<file path="config.mk">
export PLATFORM = sky130hd
export DESIGN_NAME = axis_ipv4_filter_flat
export DESIGN_NICKNAME = d
export VERILOG_FILES = /design/src/rtl/axis_ipv4_filter_if.sv /design/src/rtl/axis_ipv4_filter.sv /design/src/flat_wrapper.sv
export SDC_FILE = /design/constraint.sdc
export NUM_CORES = 1
export LEC_CHECK = 0
export CORE_AREA = 2 2 397 399
export CTS_CLUSTER_SIZE = 8
export DETAILED_ROUTE_END_ITERATION = 10
export DIE_AREA = 0 0 399 401
export PLACE_DENSITY = 0.45
export SETUP_SLACK_MARGIN = 0.02
export SLEW_MARGIN = 20
export SYNTH_ARGS = -nofsm -noshare
export SYNTH_HDL_FRONTEND = slang
export SYNTH_SLANG_ARGS = --single-unit
</file>
<file path="constraint.sdc">
create_clock -name clk -period 2.1 [get_ports clk]
set_input_delay 0.63 -clock clk [delete_from_list [all_inputs] [get_ports clk]]
set_output_delay 0.63 -clock clk [all_outputs]
set_load 0.02 [all_outputs]
</file>
<file path="src/rtl/axis_ipv4_filter_if.sv">
// axis_if: AXI4-Stream bundle (tdata/tvalid/tready/tlast), shared by the
// ingress and egress ports of axis_ipv4_filter.
//   master : drives tdata, tvalid, tlast; receives tready
//   slave  : receives tdata, tvalid, tlast; drives tready
// Byte i of a beat is tdata[8i+7:8i].
interface axis_if #(
    parameter int DATA_WIDTH = 512
) ();
    logic [DATA_WIDTH-1:0] tdata;
    logic                  tvalid;
    logic                  tready;
    logic                  tlast;

    modport master (output tdata, output tvalid, output tlast, input tready);
    modport slave  (input tdata, input tvalid, input tlast, output tready);
endinterface

</file>
<file path="src/rtl/axis_ipv4_filter.sv">
// axis_ipv4_filter: forwards IPv4 Ethernet frames and discards everything
// else. The decision is taken on beat 0 only (ethertype, IP version and the
// IP total length). Forwarded frames go through a single output register
// slice and are cut at MAX_PKT_BYTES with tlast forced on the last allowed
// beat; the rest of such a frame is swallowed.
//
// Ports
//   clk        : clock, rising edge
//   rst_n      : synchronous active-low reset
//   s_axis     : ingress stream (axis_if.slave)
//   m_axis     : egress stream to the DDR writer (axis_if.master)
//   frame_busy : high while a frame is open (state != S_HDR)
//   pass_cnt, drop_cnt, trunc_cnt : 32-bit saturating frame counters,
//                only present when AXIS_IPV4_FILTER_STATS_EN is defined
//
// State | meaning
// ------+--------------------------------------------------------------
// S_HDR | waiting for beat 0 of the next frame
// S_PASS| frame accepted, forwarding beats
// S_DROP| frame rejected or truncated, absorbing beats until input tlast
module axis_ipv4_filter #(
    parameter int DATA_WIDTH    = 512,
    parameter int MAX_PKT_BYTES = 2048
) (
    input  logic   clk,
    input  logic   rst_n,
    axis_if.slave  s_axis,
    axis_if.master m_axis,
    output logic   frame_busy
`ifdef AXIS_IPV4_FILTER_STATS_EN
    ,
    output logic [31:0] pass_cnt,
    output logic [31:0] drop_cnt,
    output logic [31:0] trunc_cnt
`endif
);

    localparam int BEAT_BYTES = DATA_WIDTH / 8;
    localparam int N_BEATS    = MAX_PKT_BYTES / BEAT_BYTES;
    localparam int CNT_W      = $clog2(N_BEATS) + 1;
    localparam bit ONE_BEAT   = (N_BEATS == 1);

    localparam logic [15:0]      L_MIN     = 16'd20;
    localparam logic [15:0]      L_MAX     = 16'(MAX_PKT_BYTES - 14);
    localparam logic [CNT_W-1:0] LAST_BEAT = CNT_W'(N_BEATS);

    typedef enum logic [1:0] {
        S_HDR  = 2'd0,
        S_PASS = 2'd1,
        S_DROP = 2'd2
    } state_t;

    state_t                  state;
    logic [CNT_W-1:0]        beat_cnt;   // beats of the current passed frame already taken
    logic                    m_valid_q;
    logic                    m_last_q;
    logic [DATA_WIDTH-1:0]   m_data_q;

    logic        s_ready;
    logic        s_hs;
    logic [15:0] ip_len;
    logic        hdr_ok;
    logic        at_limit;
    logic        fwd;
    logic        cut;

    assign ip_len = {s_axis.tdata[8*16 +: 8], s_axis.tdata[8*17 +: 8]};

    assign hdr_ok = (s_axis.tdata[8*12 +: 8] == 8'h08) &&
                    (s_axis.tdata[8*13 +: 8] == 8'h00) &&
                    (s_axis.tdata[8*14+4 +: 4] == 4'h4) &&
                    (ip_len >= L_MIN) && (ip_len <= L_MAX);

    // Ready is forced low in reset so nothing is taken while the slice clears.
    assign s_ready = rst_n && ((state == S_DROP) || !m_valid_q || m_axis.tready);
    assign s_hs    = s_axis.tvalid && s_ready;

    // Current input beat is the last one allowed through (1-based beat N).
    assign at_limit = (state == S_HDR) ? ONE_BEAT
                                       : ((beat_cnt + 1'b1) == LAST_BEAT);

    assign fwd = s_hs && (((state == S_HDR) && hdr_ok) || (state == S_PASS));
    assign cut = fwd && at_limit && !s_axis.tlast;

    always_ff @(posedge clk) begin
        if (!rst_n) begin
            state     <= S_HDR;
            beat_cnt  <= '0;
            m_valid_q <= 1'b0;
            m_last_q  <= 1'b0;
            m_data_q  <= '0;
        end else begin
            if (m_valid_q && m_axis.tready) begin
                m_valid_q <= 1'b0;
            end

            // s_ready guarantees the slice is free or draining when fwd is set.
            if (fwd) begin
                m_valid_q <= 1'b1;
                m_data_q  <= s_axis.tdata;
                m_last_q  <= s_axis.tlast || at_limit;
            end

            if (s_hs) begin
                case (state)
                    S_HDR: begin
                        beat_cnt <= hdr_ok ? CNT_W'(1) : '0;
                        if (s_axis.tlast) begin
                            state <= S_HDR;
                        end else if (!hdr_ok || cut) begin
                            state <= S_DROP;
                        end else begin
                            state <= S_PASS;
                        end
                    end
                    S_PASS: begin
                        beat_cnt <= beat_cnt + 1'b1;
                        if (s_axis.tlast) begin
                            state <= S_HDR;
                        end else if (cut) begin
                            state <= S_DROP;
                        end
                    end
                    S_DROP: begin
                        if (s_axis.tlast) begin
                            state <= S_HDR;
                        end
                    end
                    default: state <= S_HDR;
                endcase
            end
        end
    end

    assign s_axis.tready = s_ready;
    assign m_axis.tvalid = m_valid_q;
    assign m_axis.tdata  = m_data_q;
    assign m_axis.tlast  = m_last_q;
    assign frame_busy    = (state != S_HDR);

`ifdef AXIS_IPV4_FILTER_STATS_EN
    // A frame is counted as truncated only when beats were actually cut off.
    always_ff @(posedge clk) begin
        if (!rst_n) begin
            pass_cnt  <= '0;
            drop_cnt  <= '0;
            trunc_cnt <= '0;
        end else begin
            if (s_hs && (state == S_HDR) && hdr_ok && (pass_cnt != '1)) begin
                pass_cnt <= pass_cnt + 1'b1;
            end
            if (s_hs && (state == S_HDR) && !hdr_ok && (drop_cnt != '1)) begin
                drop_cnt <= drop_cnt + 1'b1;
            end
            if (cut && (trunc_cnt != '1)) begin
                trunc_cnt <= trunc_cnt + 1'b1;
            end
        end
    end
`endif

endmodule

</file>
<file path="src/flat_wrapper.sv">
// flat-port wrapper written by rule: the top's interface ports become plain ports
module axis_ipv4_filter_flat 
#(
    parameter int DATA_WIDTH    = 512,
    parameter int MAX_PKT_BYTES = 2048
)
  (clk, rst_n, frame_busy, s_axis_tdata, s_axis_tvalid, s_axis_tlast, s_axis_tready, m_axis_tdata, m_axis_tvalid, m_axis_tlast, m_axis_tready);
  axis_if #(.DATA_WIDTH(DATA_WIDTH)) s_axis_i ();
  axis_if #(.DATA_WIDTH(DATA_WIDTH)) m_axis_i ();
  input  logic clk;
  input  logic rst_n;
  output logic frame_busy;
  input wire logic [$bits(s_axis_i.tdata)-1:0] s_axis_tdata;
  input wire logic [$bits(s_axis_i.tvalid)-1:0] s_axis_tvalid;
  input wire logic [$bits(s_axis_i.tlast)-1:0] s_axis_tlast;
  output wire logic [$bits(s_axis_i.tready)-1:0] s_axis_tready;
  output wire logic [$bits(m_axis_i.tdata)-1:0] m_axis_tdata;
  output wire logic [$bits(m_axis_i.tvalid)-1:0] m_axis_tvalid;
  output wire logic [$bits(m_axis_i.tlast)-1:0] m_axis_tlast;
  input wire logic [$bits(m_axis_i.tready)-1:0] m_axis_tready;
  assign s_axis_i.tdata = s_axis_tdata;
  assign s_axis_i.tvalid = s_axis_tvalid;
  assign s_axis_i.tlast = s_axis_tlast;
  assign s_axis_tready = s_axis_i.tready;
  assign m_axis_tdata = m_axis_i.tdata;
  assign m_axis_tvalid = m_axis_i.tvalid;
  assign m_axis_tlast = m_axis_i.tlast;
  assign m_axis_i.tready = m_axis_tready;
  axis_ipv4_filter #(.DATA_WIDTH(DATA_WIDTH), .MAX_PKT_BYTES(MAX_PKT_BYTES)) u_core (.clk(clk), .rst_n(rst_n), .s_axis(s_axis_i), .m_axis(m_axis_i), .frame_busy(frame_busy));
endmodule
</file>
Word-level counts from Yosys, hierarchy flattened
Cells that the tools add are included.
{"block": "totals", "register_bits": 522, "word_cells": 52, "out_inout_bits": 516}
{"block": "op_classes", "reduce_logical": 26, "eq_ne": 7, "addsub": 1, "n_lt_le_gt_ge": 2, "muxes": 11}
{"op": "16-bit by 5-bit >= comparator with 1-bit output (second input constant)", "n": 1}
{"op": "16-bit by 11-bit less-or-equal comparator with 1-bit output (second input constant)", "n": 1}
{"op": "6-bit case mux with 2 select lines", "n": 1}
{"op": "1-bit logical AND", "n": 11}
{"op": "2-bit two-way mux", "n": 5}
{"op": "8-bit by 4-bit == test with 1-bit output (second input constant)", "n": 1}
{"op": "8-bit zero test", "n": 1}
{"op": "6-bit by 1-bit adder with 6-bit output (second input constant)", "n": 1}
{"op": "6-bit == test (second input constant)", "n": 1}
{"op": "2-bit case mux with 3 select lines", "n": 1}
{"op": "2-bit nonzero test", "n": 3}
{"op": "1-bit logical OR", "n": 5}
{"op": "4-bit by 3-bit == test with 1-bit output (second input constant)", "n": 1}
{"op": "1-bit two-way mux", "n": 4}
{"op": "1-bit zero test", "n": 3}
{"op": "3-bit by 2-bit != test with 1-bit output (second input constant)", "n": 1}
{"op": "3-bit AND reduction", "n": 1}
{"op": "2-bit by 1-bit == test with 1-bit output (second input constant)", "n": 1}
{"op": "2-bit == test (second input constant)", "n": 1}
{"op": "2-bit zero test", "n": 1}
{"op": "2-bit != test (second input constant)", "n": 1}
{"op": "2-bit AND reduction", "n": 1}

Logic depth before layout (Yosys ltp)
Gate-level depths: netlist of the first run.
{"block": "depth", "depth_word": 14, "ltp_mapped": 9, "ltp_nobuf": 6}

Worst setup path after synthesis of the first run
Ideal clock, no wire load.
{"block": "synth_timing", "path_kind": "input port to flip-flop", "startpoint": "in m_axis_tready", "endpoint": "reg u_core.m_data_q[0] (netlist: u_core.m_axis.tdata[0])", "setup_slack_ps": -93, "arrival_ps": 2122, "stages": 9, "path_buffers": 4, "t_required_ps": 2028, "setup_ps": 72, "cell_sequence": "nand2b_1 > o21a_1 > and3b_1 > buf_2 > o21ai_1 > buf_4 > buf_6 > buf_6 > mux2i_1"}
{"block": "synth_via", "elab_chain_len": 4}
{"item": "from (decl)", "line": "flat_wrapper.sv:20", "source": "input wire logic [$bits(m_axis_i.tready)-1:0] m_axis_tready;"}
{"item": "1-bit logical OR", "line": "axis_ipv4_filter.sv:75", "source": "assign s_ready = rst_n && ((state == S_DROP) || !m_valid_q || m_axis.tready);"}
{"item": "1-bit logical AND", "line": "axis_ipv4_filter.sv:75"}
{"item": "named net s_axis_tready", "line": "flat_wrapper.sv:16", "source": "output wire logic [$bits(s_axis_i.tready)-1:0] s_axis_tready;"}
{"item": "1-bit logical AND", "line": "axis_ipv4_filter.sv:76", "source": "assign s_hs = s_axis.tvalid && s_ready;"}
{"item": "1-bit logical AND", "line": "axis_ipv4_filter.sv:82", "source": "assign fwd = s_hs && (((state == S_HDR) && hdr_ok) || (state == S_PASS));"}
{"item": "to (signal assigned)", "line": "axis_ipv4_filter.sv:100", "source": "m_data_q <= s_axis.tdata;"}
{"item": "to (decl)", "line": "axis_ipv4_filter.sv:57", "source": "logic [DATA_WIDTH-1:0] m_data_q;"}
The timed path passes the listed nets, and every way through them passes these cells.
A chain may end at the register's enable or synchronous reset.

Final worst setup path of the first run
{"block": "layout_timing", "startpoint": "in s_axis_tdata[142]", "endpoint": "reg u_core.m_data_q[271] (netlist: u_core.m_axis.tdata[271])"}
{"block": "layout_via", "elab_chain_len": 6, "elab_cells_between_ends": 7}
{"item": "from (decl)", "line": "flat_wrapper.sv:13", "source": "input wire logic [$bits(s_axis_i.tdata)-1:0] s_axis_tdata;"}
{"item": "16-bit by 5-bit >= comparator with 1-bit output", "line": "axis_ipv4_filter.sv:72", "source": "(ip_len >= L_MIN) && (ip_len <= L_MAX);"}
{"item": "1-bit logical AND", "line": "axis_ipv4_filter.sv:71", "source": "(s_axis.tdata[8*14+4 +: 4] == 4'h4) &&"}
{"item": "1-bit logical AND (*)", "line": "axis_ipv4_filter.sv:72"}
{"item": "1-bit logical AND (*)", "line": "axis_ipv4_filter.sv:82"}
{"item": "1-bit logical OR (*)", "line": "axis_ipv4_filter.sv:82"}
{"item": "1-bit logical AND (*)", "line": "axis_ipv4_filter.sv:82"}
Every way passes the cells marked *; elsewhere a longest branch is shown, timed or not.

==> run_results.csv, run 1 <==
group,metric,value,unit
floorplan,die_x,399,um
logic_synthesis,yosys_warnings,0,
logic_synthesis,netlist_area,0.0210,mm2
detailed_routing,ant_nets,0,
detailed_routing,routed_wirelength,115000,um
timing,fmax,432,MHz
critical_path,start_kind,"input pin",
timing,layout_setup_ws,-217,ps
logic_synthesis,syn-instance-count,2305,
critical_path,crit_start,"s_axis_tdata[142]",
layout,layout-drive-gt1-share,12.2,%
timing,skew,39.5,ps
global_routing,grt_pass1_vias,19700,
logic_synthesis,syn_nets,2824,
floorplan,core,0.156,mm2
floorplan,std_cell_rows,145,
logic_synthesis,synth.area.top_cells,"dfxtp_1, mux2i_1, nand2_1",
power,power,0.0239,W
layout,stdcell_count,5503,
timing,finalMaxSlewViolations,0,
timing,fin_crit_sh,110,%
logic_synthesis,synth_cell_types,38,
power,peakVddDrop,0.478,mV
run_status,failed_checks,"negative setup slack",
global_routing,grt_overflow,0,
placed_design,gp_congestion,0.910,
layout,final_cell_area,0.0373,mm2
clocking,worstSkewPairLatency,660,ps
clocking,clk_path_buf_depth,3,
clocking,cts.sinks,522,
clocking,cts_tree,"built",
global_routing,grt_max_degree,112,
layout,nFillCells,17100,
critical_path,critPathCapture,"u_core.m_axis.tdata[271]",
global_routing,antenna_found_initial,36,
detailed_routing,num_vias,19900,
floorplan,io_pins,1033,
detailed_routing,detail_route.iter0.violations,1110,
timing,rsz0062_at_grt,"true",
critical_path,rr_startpoint,"u_core.state[1]",
power,power_density,640,mW/mm2
logic_synthesis,synth-seq-cells,522,
logic_synthesis,synthFlopType,"dfxtp_1",
floorplan,die_h,401,um
detailed_routing,drc,0,
placed_design,hpwl,88800,um
floorplan,die_area,0.160,mm2
logic_synthesis,synth_top_area_share,49.9,%
timing,setup_viol,501,
detailed_routing,via_per_inst,3.62,
clocking,numCtsBuffers,78,
power,p_leak,18.8,nW
global_routing,grt_use_total,13.8,%
critical_path,rr_worst_depth,10,
run_status,outcome,"finished with violations",
timing,tightest_slew,601,ps
timing,fin_crit,2320,ps
placed_design,place_inst,5323,
placed_design,io_buffers,1032,
critical_path,crit_type,"in2reg",
flow_run,cap_viol_max_count,0,
critical_path,r2r_end,"u_core.m_axis.tdata[3]",
timing,hold_viol_final,0,
critical_path,cp_data_arrival_time,2900,ps
critical_path,end_kind,"register",
global_routing,grt_pass1_wl,156000,um
hold_path,hp-class,"in2reg",
detailed_routing,wl_per_cell,20.9,um
critical_path,cp_max_fo,4,
logic_synthesis,yosysTopAreaCell,"dfxtp_1",
critical_path,worstPathRequired,2680,ps
clocking,clk_pin_slew,50,ps
layout,multiInputGateArea,0.00956,mm2
clocking,clockRootBuffer,"clkbuf_16",
floorplan,initial_core_util,13.5,%
logic_synthesis,ys_async_sr_fraction,0,%
timing,relSlewSlack,59.9,%
logic_synthesis,avgSynthCellArea,9.09,um2
layout,seq_area,0.0105,mm2
clocking,htreeDepth,3,
detailed_routing,dr.pass1.iters,5,
layout,finalNetCount,3924,
placed_design,place_area,0.0338,mm2
logic_synthesis,synth-edff-count,0,
critical_path,rrSetupSlack,50,ps
logic_synthesis,yosysSeqAreaShare,49.9,%
layout,area_delta_synth_final,78.0,%
==> worst max-delay path: stages <==
cell and delay, ps:
dlygate4sd2_1 250, nor4_2 300, buf_4 160, and4_4 230, nor4_4 40, buf_4 160
o21ai_4 140, buf_4 130, buf_12 120, buf_12 140, buf_12 140, bufbuf_16 260
mux2i_1 170
==> where the power goes <==
group / total, W / leakage (nW) / switching [W] / internal (W)
logic: 0.00192 / 13.5 / 0.000855 / 0.00106
clock network: 0.0120 / 1.08 / 0.00502 / 0.00699
registers: 0.00992 / 4.21 / 0.00000216 / 0.00992
==> worst min-delay path by stage <==
stage,cells past startpoint,end,start,slack (ps)
2_1_floorplan,2,u_core.beat_cnt[5],u_core.beat_cnt[5],450
3_3_place_gp,2,u_core.m_axis.tdata[445],u_core.m_axis.tdata[445],440
3_5_place_dp,2,u_core.m_axis.tdata[224],u_core.m_axis.tdata[224],450
4_1_cts,3,u_core.m_axis.tdata[137],s_axis_tdata[137],270
5_1_grt,3,u_core.m_axis.tdata[97],s_axis_tdata[97],340
6_report,3,u_core.m_axis.tdata[137],s_axis_tdata[137],360
==> synth_stat cells, types with 3 or more instances <==
| cell | n |
|---|---|
| buf_2 | 6 |
| nor3_1 | 3 |
| nor4_1 | 4 |
| xnor2_1 | 3 |
| mux2i_1 | 513 |
| clkbuf_1 | 116 |
| a21boi_0 | 5 |
| o21ai_0 | 4 |
| dfxtp_1 | 522 |
| nand3_1 | 8 |
| buf_6 | 51 |
| nand2_1 | 1034 |
==> routing by layer <==
| layer | vias to the layer above | share of wire (%) | global-route usage, % |
|---|---|---|---|
| li1 | 9676 | - | - |
| met2 | 671 | 47 | 22.5 |
| met5 | - | 0.051 | 0 |
| met4 | 8 | 2.4 | 4.73 |
| met3 | 160 | 7.8 | 4.74 |
| met1 | 9433 | 43 | 16.8 |
==> cell type report <==
cell class                 count  area share (%)
antenna                       19           0.127
tap                         2058            6.90
sequential                   522            28.1
clock inverter                10           0.480
timing repair buffer        1194            33.3
inverter                       1          0.0101
clock buffer                  91            5.50
multi-input combinational   1608            25.6
==> cell families after synthesis <==
logic type | count (synthesis) | share of synthesized area [%]
multiplexers | 513 | 24.5
XOR/XNOR | 3 | 0.125
AO/OA/AOI/OAI | 21 | 0.723
AND/OR/NAND/NOR | 1069 | 19.6
adder cells (fa/ha/maj) | 2 | 0.119
buffers and inverters | 175 | 5.02
flip-flops | 522 | 49.9
==> cell usage in the layout, fill, tap and decap left out, types with 40 or more instances in the layout <==
master              n
nand2_1          1034
mux2i_1           513
dfxtp_1           506
clkdlybuf4s50_1   481
dlygate4sd2_1     323
clkdlybuf4s15_1    99
clkdlybuf4s15_2    94
clkbuf_16          81
buf_4              70
buf_12             40
==> state kept, by name, summed over array words and instances, names as in the netlist <==
signal / count
u_core.m_axis.tdata: 512
u_core.beat_cnt: 6
u_core.state: 2
u_core.m_axis.tlast: 1
u_core.m_axis.tvalid: 1
==> timing repair <==
item | in CTS | in global routing
gates cloned | 21 | 3
pin swaps | 8 | 2
setup endpoints to repair | 1033 | 518
resized for setup | 1060 | 13
buffers inserted | 45 | 4
hold buffers | 0 | 0
==> per-stage QoR <==
stage,TNS [ps],util [%],worst slack [ps],hold slack (ps)
2_1_floorplan,0,-,26.2,446
3_3_place_gp,-562230,21.7,-1160,444
3_5_place_dp,-535390,21.7,-1120,451
4_1_cts,-21210,23.8,-171,273
5_1_grt,-87710,24.0,-257,337
6_report,-68620,24.0,-217,361
No activity file was read; power rests on OpenSTA's default activity.
==> inputs of run 2 (changes only) <==
--- a/config.mk
+++ b/config.mk
@@ -5,11 +5,12 @@
 export SDC_FILE = /design/constraint.sdc
 export NUM_CORES = 1
 export LEC_CHECK = 0
-export CORE_AREA = 2 2 397 399
+export CORE_AREA = 2 2 400 402
+export CTS_CLUSTER_DIAMETER = 50
 export CTS_CLUSTER_SIZE = 8
 export DETAILED_ROUTE_END_ITERATION = 10
-export DIE_AREA = 0 0 399 401
-export PLACE_DENSITY = 0.45
+export DIE_AREA = 0 0 402 404
+export PLACE_DENSITY = 0.44
 export SETUP_SLACK_MARGIN = 0.02
 export SLEW_MARGIN = 20
 export SYNTH_ARGS = -nofsm -noshare
==> constraint.sdc (replaced) <==
create_clock -name clk -period 2.15 [get_ports clk]
set_input_delay 0.645 -clock clk [delete_from_list [all_inputs] [get_ports clk]]
set_output_delay 0.645 -clock clk [all_outputs]
set_load 0.02 [all_outputs]
==> run 2 against run 1 <==
Compared with the run above:
- the flow still finishes with violations (negative setup slack)
- combinational power shrank 4%
- die area grew 1.5%
- first-iteration DRC count shrank 2.5%
- final area grew 0.86%
- setup slack gained 210 ps
- clock skew shrank 9.6 ps
- critical path type unchanged
- critical endpoint is now u_core.m_axis.tdata[111]
==> run_results.csv, run 2 (same netlist as run 1, synthesis figures left out) <==
group,metric,value,unit
floorplan,initial_core_util,13.3,%
timing,hold_viol_final,0,
timing,whs,342,ps
critical_path,start_kind,"input pin",
detailed_routing,wl_per_cell,20.5,um
clocking,cts_tree,"built",
detailed_routing,num_vias,19800,
clocking,numCtsBuffers,98,
floorplan,die_area,0.162,mm2
clocking,hold_buffers,0,
power,power,0.0276,W
clocking,clk_path_buf_depth,3,
layout,area_delta_synth_final,79.5,%
clocking,htreeDepth,3,
detailed_routing,detail_route.iter0.violations,1082,
hold_path,hold_depth,3,
critical_path,r2r_end,"u_core.m_axis.tdata[103]",
timing,relSlewSlack,64.6,%
floorplan,die_x,402,um
layout,layout_common_cells,"nand2_1, mux2i_1, dfxtp_1",
global_routing,grt_max_degree,112,
timing,tightest_slew,532,ps
layout,layout-drive-gt1-share,13.1,%
power,peakVddDrop,0.554,mV
floorplan,std_cell_rows,146,
global_routing,antenna_found_initial,62,
critical_path,rrSetupSlack,190,ps
layout,largest_reg_flops,512,
timing,fmax,464,MHz
run_status,failed_checks,"negative setup slack",
timing,skew,29.9,ps
flow_run,cap_viol_max_count,0,
timing,fin_crit_sh,100,%
layout,layout_commonest_cell,"nand2_1",
timing,layout_setup_ws,-3.29,ps
placed_design,gp_congestion,0.863,
detailed_routing,ant_nets,0,
clocking,clockRootBuffer,"clkbuf_16",
clocking,cts.sinks,522,
hold_path,worstHoldStart,"s_axis_tdata[139]",
detailed_routing,via_per_inst,3.57,
run_status,outcome,"finished with violations",
placed_design,io_buffers,1032,
timing,finalMaxSlewViolations,0,
power,power_density,733,mW/mm2
layout,finalNetCount,3910,
detailed_routing,dr.pass1.iters,5,
critical_path,worstPathRequired,2700,ps
power,p_leak,18.9,nW
floorplan,io_pins,1033,
critical_path,end_kind,"register",
global_routing,grt_overflow,0,
clocking,clk_pin_slew,50,ps
critical_path,crit_type,"in2reg",
global_routing,grt_use_total,13.4,%
floorplan,core,0.158,mm2
floorplan,die_h,404,um
critical_path,cp_data_arrival_time,2710,ps
detailed_routing,drc,0,
detailed_routing,routed_wirelength,114000,um
timing,rsz0062_at_grt,"true",
global_routing,grt_pass1_vias,19700,
global_routing,grt_pass1_wl,155000,um
hold_path,hp-class,"in2reg",
placed_design,hpwl,90200,um
critical_path,cp_max_fo,10,
clocking,worstSkewPairLatency,690,ps
timing,fin_crit,2150,ps
critical_path,rr_worst_depth,9,
layout,nFillCells,17300,
hold_path,holdPathEnd,"u_core.m_axis.tdata[139]",
timing,setup_viol,1,
critical_path,rr_startpoint,"u_core.state[1]",
==> run 2: cell count changes in the layout (fill, tap and decap cells not counted), moves of 10 or more <==
cell / before / now
buf_8: 11 / 1
clkinv_2: 1 / 14
buf_16: 23 / 11
clkbuf_8: 5 / 17
dlygate4sd2_1: 323 / 305
bufinv_16: 1 / 12
buf_12: 40 / 30
clkdlybuf4s15_1: 99 / 112
diode_2: 19 / 7
buf_2: 28 / 12
clkbuf_16: 81 / 105
buf_4: 70 / 81
clkbuf_2: 0 / 21
==> run 2: area by class of cell <==
cell class | count | area, um2 | area share, %
repair buffers | 1160 | 11600 | 30.8
clock inverters | 42 | 628 | 1.67
flip-flops and latches | 522 | 10500 | 27.9
well taps | 2072 | 2590 | 6.89
inverters | 1 | 3.75 | 0.00998
diodes | 7 | 17.5 | 0.0466
clock buffers | 128 | 2760 | 7.33
multi-input cells | 1608 | 9560 | 25.4
==> run 2: worst max-delay path by stage <==
stage               slack, ps                  endpoint              start  cells past startpoint
floorplan                  30    u_core.m_axis.tdata[0]      m_axis_tready                      9
global placement        -1140   u_core.m_axis.tdata[52]  s_axis_tdata[138]                      9
detailed placement      -1070   u_core.m_axis.tdata[10]  s_axis_tdata[138]                      9
CTS                      -230                frame_busy    u_core.state[1]                      2
global route             -100             s_axis_tready    u_core.state[1]                      3
finish                     -3  u_core.m_axis.tdata[111]  s_axis_tdata[137]                     11
==> run 2: what timing repair did <==
action	CTS	global route
pin swaps	14	7
hold endpoints to repair	0	0
gates resized for setup	919	90
endpoints found under the setup margin	1028	498
gates cloned	4	6
buffers inserted	6	0
==> run 2: worst max-delay path, cell delays in order <==
cell	delay, ps
dlygate4sd2_1	270
a211oi_4	330
nor3_2	100
nor4_4	330
buf_4	190
o21ai_4	60
buf_12	160
buf_12	130
buf_16	160
clkbuf_16	190
mux2i_1	120
==> run 2: power breakdown <==
part           total, W  switching (W)  internal, W
registers       0.00969     0.00000244      0.00969
clock network    0.0160        0.00562       0.0104
logic           0.00185       0.000800      0.00105
total            0.0276        0.00642       0.0212
==> run 2: routing by layer <==
layer | part of all wire, % | GRT usage [%]
met2 | 48 | 22.4
met5 | 0.011 | 0
met3 | 8.3 | 5.20
met1 | 41 | 15.8
met4 | 2.4 | 3.52
==> run 2: metrics by stage <==
step	std cells	worst slack, ps	util, %	instance area [um2]	TNS (ps)
global route	5539	-97.4	23.8	37600	-194
global placement	5350	-1140	21.6	34100	-563510
finish	5540	-3.29	23.8	37600	-3.29
CTS	5529	-234	23.8	37500	-359
floorplan	2305	29.8	-	21200	0
detailed placement	5350	-1070	21.6	34100	-529570
==> inputs of run 3 (changes only) <==
--- a/config.mk
+++ b/config.mk
@@ -11,6 +11,7 @@
 export DETAILED_ROUTE_END_ITERATION = 10
 export DIE_AREA = 0 0 402 404
 export PLACE_DENSITY = 0.44
+export RECOVER_POWER = 50
 export SETUP_SLACK_MARGIN = 0.02
 export SLEW_MARGIN = 20
 export SYNTH_ARGS = -nofsm -noshare
==> run 3 against run 2 <==
Compared with the run above:
- core utilization hardly changed
- maximum frequency about the same
- combinational power is essentially flat
- power is essentially flat
- first-iteration DRC count decreased by 0.46%
- critical path type unchanged
- sequential share of layout area about the same
- largest power group unchanged
- routed wire length about the same
- highest routed layer unchanged
- final cell count unchanged
- register-to-register slack barely moved
- non-clock buffer count did not move
- largest cell class unchanged
- the flow still finishes with violations (negative setup slack)
- setup slack about the same
==> run_results.csv, run 3 (same netlist as run 1, synthesis figures left out) <==
group,metric,value,unit
run_status,outcome,"finished with violations",
run_status,failed_checks,"negative setup slack",
global_routing,grt_use_total,13.4,%
layout,nFillCells,17300,
timing,layout_setup_ws,-2.89,ps
detailed_routing,routed_wirelength,114000,um
critical_path,rr_worst_depth,9,
clocking,clockRootBuffer,"clkbuf_16",
hold_path,hold_depth,3,
detailed_routing,via_per_inst,3.57,
power,power_density,733,mW/mm2
timing,fin_crit,2150,ps
placed_design,hpwl,90200,um
layout,layout-drive-gt1-share,13.0,%
clocking,clk_path_buf_depth,3,
critical_path,start_kind,"input pin",
flow_run,cap_viol_max_count,0,
power,seqPwrFrac,35.1,%
floorplan,die_area,0.162,mm2
floorplan,die_h,404,um
clocking,hold_buffers,0,
power,net-switching-power,0.00642,W
layout,largest_reg_flops,512,
hold_path,hp-class,"in2reg",
clocking,cts_tree,"built",
power,switching_share,23.3,%
detailed_routing,ant_nets,0,
detailed_routing,wl_per_cell,20.5,um
placed_design,gp_congestion,0.863,
placed_design,place_inst,5350,
layout,layout_common_cells,"nand2_1, mux2i_1, dfxtp_1",
floorplan,io_pins,1033,
floorplan,core,0.158,mm2
floorplan,std_cell_rows,146,
global_routing,antenna_found_initial,62,
layout,layout_commonest_cell,"nand2_1",
timing,setup_viol,1,
global_routing,grt_pass1_wl,155000,um
timing,rsz0062_at_grt,"true",
power,clock_power_share,58.1,%
timing,skew,29.9,ps
detailed_routing,detail_route.iter0.violations,1077,
power,power,0.0276,W
detailed_routing,dr.pass1.iters,5,
global_routing,grt_max_degree,112,
timing,tightest_slew,532,ps
layout,finalNetCount,3910,
global_routing,grt_pass1_vias,19700,
clocking,clk_pin_slew,50,ps
critical_path,worstPathRequired,2700,ps
placed_design,io_buffers,1032,
clocking,worstSkewPairLatency,690,ps
power,p_comb_share,6.7,%
global_routing,grt_overflow,0,
timing,relSlewSlack,64.6,%
layout,area_delta_synth_final,79.5,%
clocking,numCtsBuffers,98,
critical_path,end_kind,"register",
layout,stdcell_count,5540,
clocking,cts.sinks,522,
timing,fin_crit_sh,100,%
detailed_routing,drc,0,
detailed_routing,num_vias,19800,
power,peakVddDrop,0.554,mV
critical_path,cp_data_arrival_time,2700,ps
clocking,htreeDepth,3,
power,p_leak,18.9,nW
floorplan,initial_core_util,13.3,%
layout,final_cell_area,0.0376,mm2
floorplan,die_x,402,um
placed_design,place_area,0.0341,mm2
timing,fmax,464,MHz
critical_path,crit_type,"in2reg",
timing,hold_viol_final,0,
power,p_int,0.0212,W
timing,finalMaxSlewViolations,0,
critical_path,cp_max_fo,10,
## run 3: changes by cell type in the layout (fill, tap and decap cells not counted)
cell      change
buf_4         -2
clkbuf_1      +2
## run 3: timing repair
action,in CTS,in global routing
cloned,4,6
buffers inserted,6,0
pin swaps,14,7
endpoints found under the setup margin,1028,498
gates resized for setup,919,90
## run 3: metrics by stage
stage	util, %	hold slack [ps]	TNS [ps]	setup WS (ps)
2_1_floorplan	-	446	0	29.8
3_3_place_gp	21.6	444	-563510	-1140
4_1_cts	23.8	302	-359	-234
5_1_grt	23.8	284	-194	-97.4
3_5_place_dp	21.6	451	-529570	-1070
6_report	23.8	342	-2.89	-2.89
## run 3: final timing paths
path | startpoint | endpoint | slack [ps]
min reg2reg | u_core.m_axis.tdata[386] | u_core.m_axis.tdata[386] | 450
min | s_axis_tdata[139] | u_core.m_axis.tdata[139] | 340
max | s_axis_tdata[137] | u_core.m_axis.tdata[111] | -3
max reg2reg | u_core.state[1] | u_core.m_axis.tdata[103] | 190
## run 3: worst max-delay path: stages
cell and delay [ps]:
dlygate4sd2_1 270, a211oi_4 330, nor3_2 100, nor4_4 330
buf_4 190, o21ai_4 60, buf_12 160, buf_12 130
buf_16 160, clkbuf_16 190, mux2i_1 120
## run 3: cell type report
type                    instances  area (um2)  area share (%)
diodes                          7        17.5          0.0466
clock buffers                 128        2760            7.33
repair buffers               1160       11600            30.8
flip-flops and latches        522       10500            27.9
well taps                    2072        2590            6.89
clock inverters                42         628            1.67
multi-input cells            1608        9560            25.4
inverters                       1        3.75         0.00998
## run 3: power by group through the flow
stage / Sequential [W] / Clock [W] / Combinational, W
final: 0.00969 / 0.0160 / 0.00185
after global routing: 0.00968 / 0.0170 / 0.00200
after CTS: 0.00969 / 0.0166 / 0.00187
after detailed placement: 0.00989 / 0 / 0.00187
after global placement: 0.00989 / 0 / 0.00188
after floorplan: 0.00989 / 0 / 0.000493
## run 3: per-layer routing
layer / global-route usage [%] / wire (um) / up-vias
met1: 15.8 / 46900 / 9186
met2: 22.4 / 54400 / 733
met3: 5.20 / 9480 / 221
met5: 0 / 13 / -
met4: 3.52 / 2760 / 2
li1: - / - / 9662
